$ cat src/rtl/boton_antirrebote_if.sv
`default_nettype none
// ============================================================================
// boton_antirrebote_if : push-button pad in, debounced level/strobes out
// Rev 1.0
// ============================================================================
interface boton_antirrebote_if #(
   parameter int BNC_W = 8
);
   logic             Btn_raw;
   logic             OP;
   logic             OP_rise;
   logic             OP_fall;
   logic [BNC_W-1:0] Bounce_cnt;

   // master: pad/driver side; slave: the debouncer
   modport master (output Btn_raw, input OP, OP_rise, OP_fall, Bounce_cnt);
   modport slave  (input Btn_raw, output OP, OP_rise, OP_fall, Bounce_cnt);
endinterface
`default_nettype wire

$ cat src/rtl/boton_antirrebote.sv
`default_nettype none
// ============================================================================
// boton_antirrebote : 2-flop synchroniser + stability-check debouncer with strobes
// Rev 1.0
// ============================================================================
module boton_antirrebote #(
   parameter int STABLE_CYCLES = 50000,
   parameter int CNT_W         = 16,
   parameter int BNC_W         = 8
) (
   input  wire logic          Clk,
   input  wire logic          Rst_n,
   boton_antirrebote_if.slave bus
);

   typedef enum logic [1:0] {
      ST_LOW    = 2'd0,
      ST_CHK_HI = 2'd1,
      ST_HIGH   = 2'd2,
      ST_CHK_LO = 2'd3
   } state_t;

   localparam logic [CNT_W-1:0] C_LAST_CNT = CNT_W'(STABLE_CYCLES - 1);
   localparam logic [BNC_W-1:0] C_BNC_MAX  = {BNC_W{1'b1}};

   state_t           state_q;
   logic             s1_q;
   logic             s2_q;
   logic [CNT_W-1:0] cnt_q;
   logic [BNC_W-1:0] bnc_q;
   logic             op_q;
   logic             rise_q;
   logic             fall_q;

   always_ff @(posedge Clk) begin
      if (!Rst_n) begin
         state_q <= ST_LOW;
         s1_q    <= 1'b0;
         s2_q    <= 1'b0;
         cnt_q   <= '0;
         bnc_q   <= '0;
         op_q    <= 1'b0;
         rise_q  <= 1'b0;
         fall_q  <= 1'b0;
      end else begin
         s1_q   <= bus.Btn_raw;
         s2_q   <= s1_q;
         rise_q <= 1'b0;
         fall_q <= 1'b0;
         unique case (state_q)
            ST_LOW: begin
               if (s2_q) begin
                  state_q <= ST_CHK_HI;
                  cnt_q   <= '0;
               end
            end
            ST_CHK_HI: begin
               // a glitch back to 0 aborts the check and is tallied as a bounce
               if (!s2_q) begin
                  state_q <= ST_LOW;
                  cnt_q   <= '0;
                  if (bnc_q != C_BNC_MAX) bnc_q <= bnc_q + BNC_W'(1);
               end else if (cnt_q == C_LAST_CNT) begin
                  state_q <= ST_HIGH;
                  cnt_q   <= '0;
                  op_q    <= 1'b1;
                  rise_q  <= 1'b1;
               end else begin
                  cnt_q <= cnt_q + CNT_W'(1);
               end
            end
            ST_HIGH: begin
               if (!s2_q) begin
                  state_q <= ST_CHK_LO;
                  cnt_q   <= '0;
               end
            end
            ST_CHK_LO: begin
               if (s2_q) begin
                  state_q <= ST_HIGH;
                  cnt_q   <= '0;
                  if (bnc_q != C_BNC_MAX) bnc_q <= bnc_q + BNC_W'(1);
               end else if (cnt_q == C_LAST_CNT) begin
                  state_q <= ST_LOW;
                  cnt_q   <= '0;
                  op_q    <= 1'b0;
                  fall_q  <= 1'b1;
               end else begin
                  cnt_q <= cnt_q + CNT_W'(1);
               end
            end
            default: begin
               state_q <= ST_LOW;
               cnt_q   <= '0;
            end
         endcase
      end
   end

   assign bus.OP         = op_q;
   assign bus.OP_rise    = rise_q;
   assign bus.OP_fall    = fall_q;
   assign bus.Bounce_cnt = bnc_q;

endmodule
`default_nettype wire

$ cat src/flat_wrapper.sv
// flat-port wrapper written by rule: the top's interface ports become plain ports
module boton_antirrebote_flat 
#(
   parameter int STABLE_CYCLES = 50000,
   parameter int CNT_W         = 16,
   parameter int BNC_W         = 8
)
  (Clk, Rst_n, bus_Btn_raw, bus_OP, bus_OP_rise, bus_OP_fall, bus_Bounce_cnt);
  boton_antirrebote_if #(.BNC_W(BNC_W)) bus_i ();
  input  wire logic Clk;
  input  wire logic Rst_n;
  input wire logic [$bits(bus_i.Btn_raw)-1:0] bus_Btn_raw;
  output wire logic [$bits(bus_i.OP)-1:0] bus_OP;
  output wire logic [$bits(bus_i.OP_rise)-1:0] bus_OP_rise;
  output wire logic [$bits(bus_i.OP_fall)-1:0] bus_OP_fall;
  output wire logic [$bits(bus_i.Bounce_cnt)-1:0] bus_Bounce_cnt;
  assign bus_i.Btn_raw = bus_Btn_raw;
  assign bus_OP = bus_i.OP;
  assign bus_OP_rise = bus_i.OP_rise;
  assign bus_OP_fall = bus_i.OP_fall;
  assign bus_Bounce_cnt = bus_i.Bounce_cnt;
  boton_antirrebote #(.STABLE_CYCLES(STABLE_CYCLES), .CNT_W(CNT_W), .BNC_W(BNC_W)) u_core (.Clk(Clk), .Rst_n(Rst_n), .bus(bus_i));
endmodule
$ cat config.mk
export PLATFORM = sky130hd
export DESIGN_NAME = boton_antirrebote_flat
export DESIGN_NICKNAME = d
export VERILOG_FILES = /design/src/rtl/boton_antirrebote_if.sv /design/src/rtl/boton_antirrebote.sv /design/src/flat_wrapper.sv
export SDC_FILE = /design/constraint.sdc
export NUM_CORES = 1
export LEC_CHECK = 0
export CAP_MARGIN = 10
export CORE_MARGIN = 1
export CORE_UTILIZATION = 50
export DETAILED_ROUTE_END_ITERATION = 6
export PLACE_DENSITY = 0.83
export SLEW_MARGIN = 20
export SYNTH_ARGS = -nofsm -noshare
export SYNTH_HDL_FRONTEND = slang
export SYNTH_SLANG_ARGS = --single-unit
$ cat constraint.sdc
create_clock -name Clk -period 2.27 [get_ports Clk]
set_clock_uncertainty 0.1 [all_clocks]
set_input_delay 0.3405 -clock Clk [delete_from_list [all_inputs] [get_ports Clk]]
set_output_delay 0.3405 -clock Clk [all_outputs]
set_load 0.01 [all_outputs]
==> impl_metrics.yaml <==
outcome:
  status: "complete, no violations"
clock_tree:
  clk_pin_slew_worst_paths_ns: 0.11
  cts_made_buffers: 5
  cts_max_level: 2
  cts_setup_buffers: 0
  clock-sinks: 31
  cts_max_path_buffers: 2
  clockRootBuffer: "clkbuf_4"
  cts_resized: 0
  cts_tree: "yes"
  clock_latency_ns: 0.34
  ctsHoldBuffers: 0
hold_path:
  hold_class: "reg -> reg"
  hold_start: "u_core.s1_q$_SDFF_PN0_"
  min_to: "u_core.s2_q$_SDFF_PN0_"
  hold_path_depth: 1
sta:
  finalHoldViolCount: 0
  fin_hold_ws_ns: 0.348
  fin_crit_ns: 2.26
  slew_violations: 0
  relSlewSlack: 0.599
  setup_tns_ns: 0
  fin_crit_sh: 0.995
  max_slew.worst_pin.slew_ns: 0.597
  max_clock_freq_ghz: 0.443
  setup_viol: 0
  setup_ws_ns: 0.0105
placed_design:
  dp_hpwl_mm: 2.93
  io_buffers: 13
  dp_slack_ns: 0.0954
  gp_congestion: 0.904
power:
  ir_drop_v: 0.000441
  leakagePower_nw: 0.635
  power-per-cell-area_mw_per_mm2: 565
  power_mw: 1.06
floorplan:
  initial_core_util: 0.539
  core_area_sq_mm: 0.00281
  die_w_um: 57.0
  ios: 14
  rows: 19
  die_h_um: 57.0
  dieArea_sq_mm: 0.00325
route:
  num_vias: 1574
  postRouteAntennaNets: 0
  drc: 0
  drt_wl_total_mm: 4.03
  drtIter0Drc: 99
  vias_per_cell: 6.64
  drt_first_pass_iters: 4
  wl_per_cell_um: 17.0
synthesis:
  netlist.area_leader.share: 0.410
  ys_ff_latch: 31
  synth_edf_count: 0
  async_flop_share: 0
  syn_avg_cell_area_sq_um: 8.69
  synth_top_cell_by_area: "dfxtp_1"
  seq_area_frac_synth: 0.410
  ys_warn_count: 0
  synth_area_leaders: "dfxtp_1 (41%), a21oi_1 (4.6%), or4_1 (4.5%)"
  synth_area_sq_mm: 0.00151
  synth_nets: 179
  synth_cells: 174
  synth_flop_cell: "dfxtp_1"
  ys_types: 41
critical_path:
  path_cells: "or4b_4, or4_4, buf_4, nor2_1, nor4b_2"
  r2r_start: "u_core.cnt_q[5]$_SDFFE_PN0P_"
  slowest_delay_ns: 0.53
  worstSetupPathType: "reg -> reg"
  start_kind: "register"
  critPathSlowestCell: "or4b_4"
  crit_fanout: 6
  rr_worst_depth: 5
  cp.arrival_ns: 2.39
  timing.rr.end: "u_core.bus.OP_fall$_SDFF_PP0_"
  end_kind: "register"
  critPathRequiredTime_ns: 2.41
  ff2ff_setup_slack_ns: 0.01
final_layout:
  area_growth_pct: 24.2
  drive_gt1_frac: 0.141
  diodes: 0
  fin_nets: 210
  final_util: 0.669
global_routing:
  grt_usage: 0.263
  antenna_found_initial: 0
  grt_pass1_wl_mm: 6.56
  grt_overflow: 0
  grt_max_degree: 14
  grt_pass1_vias: 1433
flow_run:
  cap_violations: 0
## cells in the mapped netlist, types with 2 or more instances
cell,number
or3_1,7
dfxtp_1,31
xor2_1,4
a31oi_1,4
clkinv_1,2
nand3_1,9
clkbuf_1,3
nand4b_1,2
a22o_1,3
and3_1,2
and2_1,2
xnor2_1,3
a21oi_1,14
o2111ai_1,2
nor3_1,6
o31ai_1,5
a31o_1,2
and4_1,3
or4b_1,2
nor2_1,12
or4_1,9
o21ai_0,9
nand2_1,10
buf_2,2
inv_1,3
nand4_1,7
ha_1,2
## cell type report
class | instances | area [sq um]
clock buffer | 6 | 51.3
clock inverter | 2 | 35.0
fill | 230 | 927
inverter | 5 | 18.8
multi-input combinational | 133 | 862
sequential | 31 | 622
tap | 31 | 38.8
timing repair buffer | 29 | 250
## critical path, delay by kind of cell, from the launching register on
family        cells  cell delay (ns)
buf+inv           1             0.18
flops             1             0.35
simple gates      4             1.52
## power breakdown
group / switching (mW) / internal (mW) / total, mW / leakage [nW]
combinational: 0.0265 / 0.0225 / 0.0490 / 0.336
clock: 0.198 / 0.260 / 0.458 / 0.0482
sequential: 0.00599 / 0.548 / 0.554 / 0.251
total: 0.230 / 0.831 / 1.06 / 0.635
## routing by layer
layer / GRT usage / share of wire / vias up / routed length, um
met5: 0 / 0 / - / 0
met4: 0.111 / 0.020 / 0 / 80
met3: 0.0590 / 0.073 / 12 / 296
met2: 0.434 / 0.49 / 75 / 1960
met1: 0.332 / 0.42 / 742 / 1690
li1: - / - / 745 / -
## layout by cell type, fill, tap and decap left out, types with 2 or more instances in the layout
cell type	count
dfxtp_1	30
buf_4	16
a21oi_1	14
clkdlybuf4s50_1	13
nor2_1	12
nand2_1	10
nand3_1	9
o21ai_0	9
or4_1	8
nand4_1	7
or3_1	7
nor3_1	6
o31ai_1	5
clkbuf_4	5
xor2_1	4
a31oi_1	4
xnor2_1	3
inv_1	3
and4_1	3
a22o_1	3
or4b_1	2
clkinv_1	2
nand4b_1	2
a31o_1	2
and3_1	2
o2111ai_1	2
and2_1	2
ha_1	2
## through the flow
step / area [sq um] / instances
2_1_floorplan: 1520 / 174
3_3_place_gp: 1790 / 229
3_5_place_dp: 1790 / 229
4_1_cts: 1870 / 237
5_1_grt: 1880 / 237
6_report: 1880 / 237
## kinds of logic (layout without fill, tap and decap cells)
family	Yosys count	after routing	synth area share
AND/OR/NAND/NOR	77	77	0.301
AO/OA/AOI/OAI	46	46	0.199
flip-flops	31	31	0.410
buffers and inverters	10	42	0.0265
XOR/XNOR	7	7	0.0405
adder cells (fa/ha/maj)	2	2	0.0165
multiplexers	1	1	0.00662
## worst max path at each step
stage | startpoint | end | cells after the start
global placement | u_core.cnt_q[5]$_SDFFE_PN0P_ | u_core.bus.OP$_SDFFE_PN0P_ | 4
finish | u_core.cnt_q[5]$_SDFFE_PN0P_ | u_core.bus.OP_fall$_SDFF_PP0_ | 5
detailed placement | u_core.cnt_q[5]$_SDFFE_PN0P_ | u_core.bus.OP$_SDFFE_PN0P_ | 4
floorplan | u_core.cnt_q[4]$_SDFFE_PN0P_ | u_core.bus.OP$_SDFFE_PN0P_ | 5
CTS | u_core.cnt_q[5]$_SDFFE_PN0P_ | u_core.bus.OP_fall$_SDFF_PP0_ | 5
global route | u_core.cnt_q[0]$_SDFFE_PN0P_ | u_core.bus.OP_fall$_SDFF_PP0_ | 6
## state kept, by name, summed over array words and instances, names as in the netlist, named ones only
name and count:
u_core.s1_q 1, u_core.state_q 1, u_core.bus.OP_rise 1, u_core.cnt_q 16, u_core.s2_q 1, u_core.bus.Bounce_cnt 8, u_core.bus.OP_fall 1, u_core.bus.OP 1
No activity file was read; power rests on OpenSTA's default activity.
